`src/rtl/alu_issue_pkg.sv`:
```
// alu_pkg: shared widths, ALU command type and the decoded-instruction
// bundle used by the alu_issue operand-fetch/issue stage.
package alu_pkg;

  localparam int W    = 8;
  localparam int NREG = 8;
  localparam int RA_W = 3;

  typedef logic [4:0] alu_cmd_t;

  localparam alu_cmd_t CMD_LDI = 5'b00000;
  localparam alu_cmd_t CMD_ADD = 5'b00001;

  typedef struct packed {
    alu_cmd_t        cmd;
    logic [RA_W-1:0] rd;
    logic [RA_W-1:0] rs;
    logic [W-1:0]    imm;
    logic            use_imm;
    logic            we;
  } issue_t;

endpackage

```
`src/rtl/alu_issue_if.sv`:
```
// alu_issue_if: instruction handshake, ALU drive/return, writeback echo,
// architectural flags and debug read port of the issue stage.
// master = upstream/ALU side, slave = the issue stage.
interface alu_issue_if;
  import alu_pkg::*;

  logic                 in_valid;
  logic                 in_ready;
  alu_cmd_t             in_cmd;
  logic [RA_W-1:0]      in_rd;
  logic [RA_W-1:0]      in_rs;
  logic [W-1:0]         in_imm;
  logic                 in_use_imm;
  logic                 in_we;

  alu_cmd_t             alu_cmd;
  logic [W-1:0]         alu_a;
  logic [W-1:0]         alu_b;
  logic                 alu_sc_i;
  logic [W-1:0]         alu_rslt;
  logic                 alu_sc_o;
  logic                 alu_zero;
  logic                 alu_pari;

  logic                 wb_valid;
  logic [RA_W-1:0]      wb_rd;
  logic [W-1:0]         wb_data;

  logic                 flag_c;
  logic                 flag_z;
  logic                 flag_p;

  logic [RA_W-1:0]      dbg_addr;
  logic [W-1:0]         dbg_data;

  modport master (
    output in_valid, in_cmd, in_rd, in_rs, in_imm, in_use_imm, in_we,
    output alu_rslt, alu_sc_o, alu_zero, alu_pari, dbg_addr,
    input  in_ready, alu_cmd, alu_a, alu_b, alu_sc_i,
    input  wb_valid, wb_rd, wb_data, flag_c, flag_z, flag_p, dbg_data
  );

  modport slave (
    input  in_valid, in_cmd, in_rd, in_rs, in_imm, in_use_imm, in_we,
    input  alu_rslt, alu_sc_o, alu_zero, alu_pari, dbg_addr,
    output in_ready, alu_cmd, alu_a, alu_b, alu_sc_i,
    output wb_valid, wb_rd, wb_data, flag_c, flag_z, flag_p, dbg_data
  );

endinterface

```
`src/rtl/alu_issue_reg_file.sv`:
```
// reg_file: NREG x W register file, three combinational read ports
// (operand A, operand B, debug) and one synchronous write port.
// Synchronous reset clears every entry; reset wins over a write.
module reg_file
  import alu_pkg::*;
(
  input  logic            clk,
  input  logic            reset,
  input  logic [RA_W-1:0] ra_addr_i,
  output logic [W-1:0]    ra_data_o,
  input  logic [RA_W-1:0] rb_addr_i,
  output logic [W-1:0]    rb_data_o,
  input  logic [RA_W-1:0] dbg_addr_i,
  output logic [W-1:0]    dbg_data_o,
  input  logic            we_i,
  input  logic [RA_W-1:0] wa_i,
  input  logic [W-1:0]    wd_i
);

  logic [W-1:0] mem_q [NREG];

  assign ra_data_o  = mem_q[ra_addr_i];
  assign rb_data_o  = mem_q[rb_addr_i];
  assign dbg_data_o = mem_q[dbg_addr_i];

  // Storage: clear on reset, otherwise single write port.
  always_ff @(posedge clk) begin
    if (reset) begin
      for (int i = 0; i < NREG; i++) begin
        mem_q[i] <= {W{1'b0}};
      end
    end else if (we_i) begin
      mem_q[wa_i] <= wd_i;
    end
  end

endmodule

```
`src/rtl/alu_issue.sv`:
```
// alu_issue: operand fetch and issue stage in front of the 8-bit ALU.
// Reads operands, registers the ALU drive (E stage), writes the ALU
// result and flags back one edge later.
// Build option ALU_ISSUE_FWD_EN: forward alu_rslt into the operands of
// a dependent next instruction; without it that instruction stalls one
// cycle so it reads the freshly written register instead.
module alu_issue
  import alu_pkg::*;
(
  input  logic        clk,
  input  logic        reset,
  alu_issue_if.slave  bus
);

  issue_t          in_s;
  logic [W-1:0]    rf_a_s, rf_b_s;
  logic            haz_a_s, haz_b_s, accept_s;
  logic [W-1:0]    op_a_s, op_b_s;

  logic            e_valid_q, e_valid_d;
  alu_cmd_t        e_cmd_q, e_cmd_d;
  logic [RA_W-1:0] e_rd_q, e_rd_d;
  logic            e_we_q, e_we_d;
  logic [W-1:0]    e_a_q, e_a_d;
  logic [W-1:0]    e_b_q, e_b_d;

  logic            wb_valid_q, wb_valid_d;
  logic [RA_W-1:0] wb_rd_q, wb_rd_d;
  logic [W-1:0]    wb_data_q, wb_data_d;
  logic            flag_c_q, flag_c_d;
  logic            flag_z_q, flag_z_d;
  logic            flag_p_q, flag_p_d;

  assign in_s = '{cmd: bus.in_cmd, rd: bus.in_rd, rs: bus.in_rs,
                  imm: bus.in_imm, use_imm: bus.in_use_imm, we: bus.in_we};

  reg_file u_rf (
    .clk        (clk),
    .reset      (reset),
    .ra_addr_i  (in_s.rd),
    .ra_data_o  (rf_a_s),
    .rb_addr_i  (in_s.rs),
    .rb_data_o  (rf_b_s),
    .dbg_addr_i (bus.dbg_addr),
    .dbg_data_o (bus.dbg_data),
    .we_i       (e_valid_q && e_we_q),
    .wa_i       (e_rd_q),
    .wd_i       (bus.alu_rslt)
  );

  // Operand hazards: the instruction in E is about to write a register
  // the incoming instruction reads.
  assign haz_a_s = e_valid_q && e_we_q && (in_s.rd == e_rd_q);
  assign haz_b_s = e_valid_q && e_we_q && !in_s.use_imm && (in_s.rs == e_rd_q);

`ifdef ALU_ISSUE_FWD_EN
  assign bus.in_ready = 1'b1;
  assign op_a_s = haz_a_s ? bus.alu_rslt : rf_a_s;
  assign op_b_s = in_s.use_imm ? in_s.imm : (haz_b_s ? bus.alu_rslt : rf_b_s);
`else
  assign bus.in_ready = !(bus.in_valid && (haz_a_s || haz_b_s));
  assign op_a_s = rf_a_s;
  assign op_b_s = in_s.use_imm ? in_s.imm : rf_b_s;
`endif

  assign accept_s = bus.in_valid && bus.in_ready;

  // E-stage next state: load on accept, otherwise insert a bubble.
  always_comb begin
    e_valid_d = accept_s;
    e_cmd_d   = e_cmd_q;
    e_rd_d    = e_rd_q;
    e_we_d    = e_we_q;
    e_a_d     = e_a_q;
    e_b_d     = e_b_q;
    if (accept_s) begin
      e_cmd_d = in_s.cmd;
      e_rd_d  = in_s.rd;
      e_we_d  = in_s.we;
      e_a_d   = op_a_s;
      e_b_d   = op_b_s;
    end else begin
      e_cmd_d = e_cmd_q;
    end
  end

  // Writeback next state: capture ALU result and flags when E is valid.
  always_comb begin
    wb_valid_d = 1'b0;
    wb_rd_d    = wb_rd_q;
    wb_data_d  = wb_data_q;
    flag_c_d   = flag_c_q;
    flag_z_d   = flag_z_q;
    flag_p_d   = flag_p_q;
    if (e_valid_q) begin
      wb_valid_d = e_we_q;
      wb_rd_d    = e_rd_q;
      wb_data_d  = bus.alu_rslt;
      flag_c_d   = bus.alu_sc_o;
      flag_z_d   = bus.alu_zero;
      flag_p_d   = bus.alu_pari;
    end else begin
      wb_valid_d = 1'b0;
    end
  end

  // Pipeline and flag registers; reset drops any pending writeback.
  always_ff @(posedge clk) begin
    if (reset) begin
      e_valid_q  <= 1'b0;
      e_cmd_q    <= CMD_LDI;
      e_rd_q     <= {RA_W{1'b0}};
      e_we_q     <= 1'b0;
      e_a_q      <= {W{1'b0}};
      e_b_q      <= {W{1'b0}};
      wb_valid_q <= 1'b0;
      wb_rd_q    <= {RA_W{1'b0}};
      wb_data_q  <= {W{1'b0}};
      flag_c_q   <= 1'b0;
      flag_z_q   <= 1'b0;
      flag_p_q   <= 1'b0;
    end else begin
      e_valid_q  <= e_valid_d;
      e_cmd_q    <= e_cmd_d;
      e_rd_q     <= e_rd_d;
      e_we_q     <= e_we_d;
      e_a_q      <= e_a_d;
      e_b_q      <= e_b_d;
      wb_valid_q <= wb_valid_d;
      wb_rd_q    <= wb_rd_d;
      wb_data_q  <= wb_data_d;
      flag_c_q   <= flag_c_d;
      flag_z_q   <= flag_z_d;
      flag_p_q   <= flag_p_d;
    end
  end

  assign bus.alu_cmd  = e_cmd_q;
  assign bus.alu_a    = e_a_q;
  assign bus.alu_b    = e_b_q;
  assign bus.alu_sc_i = flag_c_q;
  assign bus.wb_valid = wb_valid_q;
  assign bus.wb_rd    = wb_rd_q;
  assign bus.wb_data  = wb_data_q;
  assign bus.flag_c   = flag_c_q;
  assign bus.flag_z   = flag_z_q;
  assign bus.flag_p   = flag_p_q;

endmodule
```
`src/flat_wrapper.sv`:
```
// flat-port wrapper written by rule: the top's interface ports become plain ports
module alu_issue_flat import alu_pkg::*;
  (clk, reset, bus_in_valid, bus_in_cmd, bus_in_rd, bus_in_rs, bus_in_imm, bus_in_use_imm, bus_in_we, bus_alu_rslt, bus_alu_sc_o, bus_alu_zero, bus_alu_pari, bus_dbg_addr, bus_in_ready, bus_alu_cmd, bus_alu_a, bus_alu_b, bus_alu_sc_i, bus_wb_valid, bus_wb_rd, bus_wb_data, bus_flag_c, bus_flag_z, bus_flag_p, bus_dbg_data);
  alu_issue_if bus_i ();
  input  logic clk;
  input  logic reset;
  input wire logic [$bits(bus_i.in_valid)-1:0] bus_in_valid;
  input wire logic [$bits(bus_i.in_cmd)-1:0] bus_in_cmd;
  input wire logic [$bits(bus_i.in_rd)-1:0] bus_in_rd;
  input wire logic [$bits(bus_i.in_rs)-1:0] bus_in_rs;
  input wire logic [$bits(bus_i.in_imm)-1:0] bus_in_imm;
  input wire logic [$bits(bus_i.in_use_imm)-1:0] bus_in_use_imm;
  input wire logic [$bits(bus_i.in_we)-1:0] bus_in_we;
  input wire logic [$bits(bus_i.alu_rslt)-1:0] bus_alu_rslt;
  input wire logic [$bits(bus_i.alu_sc_o)-1:0] bus_alu_sc_o;
  input wire logic [$bits(bus_i.alu_zero)-1:0] bus_alu_zero;
  input wire logic [$bits(bus_i.alu_pari)-1:0] bus_alu_pari;
  input wire logic [$bits(bus_i.dbg_addr)-1:0] bus_dbg_addr;
  output wire logic [$bits(bus_i.in_ready)-1:0] bus_in_ready;
  output wire logic [$bits(bus_i.alu_cmd)-1:0] bus_alu_cmd;
  output wire logic [$bits(bus_i.alu_a)-1:0] bus_alu_a;
  output wire logic [$bits(bus_i.alu_b)-1:0] bus_alu_b;
  output wire logic [$bits(bus_i.alu_sc_i)-1:0] bus_alu_sc_i;
  output wire logic [$bits(bus_i.wb_valid)-1:0] bus_wb_valid;
  output wire logic [$bits(bus_i.wb_rd)-1:0] bus_wb_rd;
  output wire logic [$bits(bus_i.wb_data)-1:0] bus_wb_data;
  output wire logic [$bits(bus_i.flag_c)-1:0] bus_flag_c;
  output wire logic [$bits(bus_i.flag_z)-1:0] bus_flag_z;
  output wire logic [$bits(bus_i.flag_p)-1:0] bus_flag_p;
  output wire logic [$bits(bus_i.dbg_data)-1:0] bus_dbg_data;
  assign bus_i.in_valid = bus_in_valid;
  assign bus_i.in_cmd = bus_in_cmd;
  assign bus_i.in_rd = bus_in_rd;
  assign bus_i.in_rs = bus_in_rs;
  assign bus_i.in_imm = bus_in_imm;
  assign bus_i.in_use_imm = bus_in_use_imm;
  assign bus_i.in_we = bus_in_we;
  assign bus_i.alu_rslt = bus_alu_rslt;
  assign bus_i.alu_sc_o = bus_alu_sc_o;
  assign bus_i.alu_zero = bus_alu_zero;
  assign bus_i.alu_pari = bus_alu_pari;
  assign bus_i.dbg_addr = bus_dbg_addr;
  assign bus_in_ready = bus_i.in_ready;
  assign bus_alu_cmd = bus_i.alu_cmd;
  assign bus_alu_a = bus_i.alu_a;
  assign bus_alu_b = bus_i.alu_b;
  assign bus_alu_sc_i = bus_i.alu_sc_i;
  assign bus_wb_valid = bus_i.wb_valid;
  assign bus_wb_rd = bus_i.wb_rd;
  assign bus_wb_data = bus_i.wb_data;
  assign bus_flag_c = bus_i.flag_c;
  assign bus_flag_z = bus_i.flag_z;
  assign bus_flag_p = bus_i.flag_p;
  assign bus_dbg_data = bus_i.dbg_data;
  alu_issue u_core (.clk(clk), .reset(reset), .bus(bus_i));
endmodule
```
`config.mk`:
```
export PLATFORM = sky130hd
export DESIGN_NAME = alu_issue_flat
export DESIGN_NICKNAME = d
export VERILOG_FILES = /design/src/rtl/alu_issue_pkg.sv /design/src/rtl/alu_issue_if.sv /design/src/rtl/alu_issue_reg_file.sv /design/src/rtl/alu_issue.sv /design/src/flat_wrapper.sv
export SDC_FILE = /design/constraint.sdc
export NUM_CORES = 1
export LEC_CHECK = 0
export CAP_MARGIN = 5
export CORE_MARGIN = 2
export CORE_UTILIZATION = 55
export DETAILED_ROUTE_END_ITERATION = 10
export MAX_ROUTING_LAYER = met4
export PLACE_DENSITY = 0.78
export SKIP_CTS_REPAIR_TIMING = 1
export SLEW_MARGIN = 20
export SYNTH_ARGS = -nofsm -noshare
export SYNTH_HDL_FRONTEND = slang
export SYNTH_SLANG_ARGS = --single-unit
```
`constraint.sdc`:
```
create_clock -name clk -period 4.3 [get_ports clk]
set_input_delay 1.29 -clock clk [delete_from_list [all_inputs] [get_ports clk]]
set_output_delay 1.29 -clock clk [all_outputs]
set_load 0.05 [all_outputs]
```
---- After elaboration in Yosys (flattened, before gate mapping) ----
Memories as Yosys holds them, arrays and structs flattened. A register that Yosys moved wholly into a read port is not among the register bits.
Cells that the tools add are included.
Widths: inputs -> output; s select.
word-level totals
  output and inout bits ................... 46
  word-level logic and storage cells ...... 35
  register bits after elaboration ......... 33
  memories kept ........................... 1
  bits in writable memories ............... 64
  input port bits ......................... 38
memories
  memory             words  width  read ports  clocked after Yosys merged registers in  wr ports  RTL line                  source
  u_core.u_rf.mem_q  8      8      3           1                                        8         alu_issue_reg_file.sv:20  logic [W-1:0] mem_q [NREG];
operators by class
  equal/unequal tests ..................... 2
  bitwise operators ....................... 1
  muxes and demuxes ....................... 9
  reductions and logical operators ........ 11
operator list
  operator           count
  $mux 8             2
  $reduce_or 8->1    1
  $eq 3x3->1         2
  $logic_and 1x1->1  6
  $mux 1             6
  $mux 3             1
  $logic_not 1->1    2
  $reduce_or 2->1    1
  $logic_or 1x1->1   1
  $not 1->1          1

---- Depth between registers and ports, before layout ----
  word-level depth ........................ 7
  mapped depth ............................ 7
  depth with buffers taken out ............ 4

---- Hierarchy ----
From an unflattened synthesis, not the netlist that was laid out.
second synthesis, totals
  cell total of the unflattened synthesis .. 429
  area total of the unflattened synthesis .. 5751.8 um^2
by module, submodules not included
  module     sequential area each (um^2)  cells an instance  area an instance (um^2)  instances
  reg_file   1921.8                       251                4065.1                   1
  alu_issue  820.8                        178                1686.6                   1

---- Worst setup path before layout ----
No wires, ideal clock.
  path type ............................... input port to output port
  start ................................... input port bus_in_rs[2]
  end ..................................... output port bus_in_ready
  path buffers ............................ 3
  stages .................................. 6
  data required time ...................... 3.010 ns
  path slack .............................. -0.131 ns
  data arrival time ....................... 3.141 ns
  cell sequence ........................... buf_2 -> xnor2_1 -> and4_1 -> clkbuf_2 -> clkbuf_1 -> o21ai_0
between the ends
  word-level cells in the longest chain between the ends .. 5
ends and longest elaborated chain
  element            RTL line            source
  start, declared    flat_wrapper.sv:10  input wire logic [$bits(bus_i.in_rs)-1:0] bus_in_rs;
  $eq 3x3->1         alu_issue.sv:54     assign haz_b_s = e_valid_q && e_we_q && !in_s.use_imm && (in_s.rs == e_rd_q);
  $logic_and 1x1->1  alu_issue.sv:54
  $logic_or 1x1->1   alu_issue.sv:61     assign bus.in_ready = !(bus.in_valid && (haz_a_s || haz_b_s));
  $logic_and 1x1->1  alu_issue.sv:61
  $logic_not 1->1    alu_issue.sv:61
  end, declared      flat_wrapper.sv:19  output wire logic [$bits(bus_i.in_ready)-1:0] bus_in_ready;
No other way between the ends.

---- Worst setup path after layout ----
  start ................................... input port bus_dbg_addr[1]
  end ..................................... output port bus_dbg_data[1]
between the ends
  word-level cells in the longest chain between the ends .. 1
ends and longest elaborated chain
  element          RTL line            source
  start, declared  flat_wrapper.sv:18  input wire logic [$bits(bus_i.dbg_addr)-1:0] bus_dbg_addr;
  $mem_v2 8x8      --
  end, declared    flat_wrapper.sv:30  output wire logic [$bits(bus_i.dbg_data)-1:0] bus_dbg_data;
No other way between the ends.

==> results summary <==
The DRC violation count after routing came out at 0. The synthesized area divided by synthesized cell count is ~13 µm². The clock tree skew after final layout is about 0.0084 ns. The placed instances occupy a cell area of 6666 µm². Global routing consumed, over all layers together, 25.98% of the routing resources. The number of antenna violations at the first check in global routing is 0. The most used flip-flop cell after synthesis is edfxtp_1. The number of endpoints failing setup at the final stage is 0.

The number of antenna diodes is 0. The relative slew slack is a little under half. After the first detailed-routing iteration, the DRC count stood at 358. The post-placement worst setup slack is slightly above 0.008 ns.

The clock slew seen by the registers of the worst setup and hold paths came out at roughly 0.1 ns. The number of filler instances in the final layout is roughly 760. The number of hold violations in the final report is 0. The run finished with clean final reports. The clock period minus final worst setup slack came out at slightly above 4 ns. The total nets after synthesis came out at between 400 and 500. The fraction of power spent switching nets came out at 29.55%.

After layout, the worst setup slack is ~0.27 ns. The number of global-route vias before repair is ~4000. From left edge to right edge, the die measures roughly 110 µm. The transition at the pin with the smallest max-transition slack came out at roughly 0.79 ns. The buffer levels on the longest clock path is 2. Summed over all layers, the routed wires come to around 14 mm. The combinational share of power came out at 20.0%. The design draws about 2.2 mW. The initialized floorplan defines 37 standard-cell rows. The max-cap check violation count came out at 0. Sorting the synthesized cells by how often they occur yields and2_1, edfxtp_1, dfxtp_1.

The routed via count divided by cell count came out at approximately 6. The top-level I/O count is 84. The total negative setup slack is 0 ns.

The number of nets with antenna violations after detailed routing is 0. The number of enable-type register cells in the synthesized netlist came out at 64. The relative contribution of sequential cells to total power is 53.0%. The congestion estimate from routability-driven global placement came to 0.9560. The count of pins over their slew limit was 0. The fraction of post-synthesis cell area in the top cell type by area came out at between 30% and 40%. The vertical extent of the die came out at 105.9 µm.

The proportion of layout cells with a drive suffix above 1 came out at about a quarter. STA classifies the critical path endpoint as an output pin. The detailed placement HPWL came out at slightly above 10 mm. The critical path is of the input pin to output pin type.

The root buffer cell chosen for the clock tree is clkbuf_8. The leakage power figure is ~2.5 nW. The design area is between 6000 and 7000 µm². The total area inside the core boundary comes to ~10000 µm². The clock tree from TritonCTS is done. The power density over cell area is 314.5 nW/µm².

The most area-hungry cell type in the Yosys netlist is edfxtp_1. The period utilization came out at 93.81%. The switching power total came out at ~0.64 mW. The sequential area share after synthesis came out at between 40% and 50%. The final net count is 570. STA classifies the critical path startpoint as an input pin. The internal portion of the total power is between 1.5 and 2 mW. The largest net degree at the start of global routing came out at 49. The first-pass iteration count of the detailed router came out at 4.

The share of flip-flops with an asynchronous set or reset after synthesis is 0%. Data on the critical path is required at its endpoint by 3.01 ns. In the final routed layout, each cell accounts on average for approximately 20 µm. The total number of clock tree sinks came out at 105. CTS built an H-tree with a depth of 3. Data on the critical path arrives at its endpoint at 2.74 ns. The peak ir drop on the vdd network came out at between 0.15 and 0.2 mV. The detailed-route via count came out at just over 4000. The instance count of the mapped netlist is between 400 and 500. The first-pass GRT wire length came out at 21.47 mm. Setup repair after global routing left no endpoint under its margin. The number of clock buffers added by TritonCTS is 9. Yosys mapped the design onto 37 distinct sky130hd cell types. The flip-flop and latch count after synthesis is roughly 110. The highest attainable clock frequency is roughly 0.25 GHz. The clock network fraction of total power is a little over a quarter. After synthesis, the cell types taking the most area are edfxtp_1, mux4_2, dfxtp_1. The overflow left after global routing came out at 0.

The synthesis-to-layout area growth is 20.54%. Once the floorplan was initialized, standard cells occupied 56.04% of the core. The number of I/O port buffers came out at 83.

The highest fanout seen on the critical path came out at 16. The total die area came out at about 11000 µm². The worst hold path belongs to the class flop to flop. The synthesized area is 5708 µm². The worst-skew pair later-pin latency came out at approximately 0.37 ns. The Yosys step of the flow raised 0 warnings.
[kinds of logic (layout without fill, tap and decap cells)]
family          Yosys count  count (layout)  share of synthesized area (%)
compound gates           68              68                          8.264
xor+xnor                  6               6                         0.9208
buf+inv                  37             121                          3.485
flops                   105             105                          48.05
mux                      86              86                          24.55
simple gates            151             151                          14.73
[layer usage]
layer  up-vias  share of wire [%]  global-route usage [%]
li1       1882                  -                       -
met1      1992                 41                   32.97
met2       212                 49                   41.98
met3        26                7.8                   5.257
met4         0                2.3                   9.023
met5         -                  0                       -
[placed cells by master, fill, tap and decap left out, types with 2 or more instances in the layout]
| master | synthesis | routed |
|---|---|---|
| a2111oi_0 | 8 | 8 |
| a2111oi_1 | 4 | 4 |
| a2111oi_2 | 4 | 4 |
| a21oi_1 | 24 | 24 |
| and2_1 | 64 | 64 |
| and3b_1 | 2 | 2 |
| buf_12 | 0 | 2 |
| buf_4 | 11 | 27 |
| clkbuf_8 | 0 | 9 |
| clkdlybuf4s50_1 | 0 | 73 |
| clkinvlp_4 | 0 | 2 |
| dfxtp_1 | 41 | 41 |
| edfxtp_1 | 64 | 64 |
| inv_8 | 0 | 3 |
| mux2_2 | 32 | 32 |
| mux2i_1 | 14 | 14 |
| mux4_2 | 40 | 40 |
| nand2_1 | 4 | 4 |
| nand2b_1 | 4 | 4 |
| nand3_1 | 16 | 16 |
| nor2_1 | 37 | 37 |
| nor3_1 | 4 | 4 |
| o21ai_0 | 16 | 15 |
| o21ai_1 | 1 | 2 |
| o22ai_1 | 8 | 8 |
| or2_2 | 8 | 8 |
| or3_1 | 8 | 8 |
| xnor2_1 | 3 | 3 |
| xor2_1 | 3 | 3 |
[per-stage QoR]
step	cells	hold slack [ns]	utilization [%]
2_1_floorplan	453	0.4950	-
3_3_place_gp	656	0.4594	65.45
3_5_place_dp	656	0.4660	65.45
4_1_cts	672	0.4800	67.29
5_1_grt	673	0.5149	67.56
6_report	673	0.4796	67.56
[power groups by stage]
stage | logic [mW] | registers (mW) | clock network, mW
floorplan | 0.228 | 1.22 | 0
global placement | 0.424 | 1.17 | 0
detailed placement | 0.430 | 1.17 | 0
CTS | 0.432 | 1.14 | 0.590
global route | 0.457 | 1.15 | 0.631
finish | 0.433 | 1.15 | 0.585
[worst paths after layout]
| path | startpoint | end | slack (ns) | cells past startpoint |
|---|---|---|---|---|
| hold / removal | u_core.bus.alu_cmd[2]$_SDFFE_PP0P_ | u_core.bus.alu_cmd[2]$_SDFFE_PP0P_ | 0.48 | 2 |
| hold reg to reg | u_core.bus.alu_cmd[2]$_SDFFE_PP0P_ | u_core.bus.alu_cmd[2]$_SDFFE_PP0P_ | 0.48 | 2 |
| setup reg to reg | u_core.e_valid_q$_SDFF_PP0_ | u_core.u_rf.mem_q[4][0]$_SDFFCE_PN0P_ | 2.00 | 5 |
| setup / recovery | bus_dbg_addr[1] | bus_dbg_data[1] | 0.27 | 5 |
[sequential cells by signal, indices dropped and copies added (netlist names), 3 cells and up]
signal / count
u_core.u_rf.mem_q: 64
u_core.bus.alu_a: 8
u_core.bus.alu_b: 8
u_core.bus.wb_data: 8
u_core.bus.alu_cmd: 5
u_core.bus.wb_rd: 3
u_core.e_rd_q: 3
[layout make-up]
type                    count  area [µm²]  share of cell area [%]
flip-flops and latches    105        2743                   39.86
clock inverters             7       62.56                  0.9093
well taps                 136       170.2                   2.473
inverters                   1       3.754                 0.05456
repair buffers            104        1011                   14.69
clock buffers               9       123.9                   1.800
multi-input cells         311        2766                   40.21
[critical path: stages]
cell             delay (ns)
clkdlybuf4s50_1        0.51
buf_12                 0.16
mux4_2                 0.29
mux2_2                 0.29
buf_4                  0.19
Power figures use the tool's default switching activity.
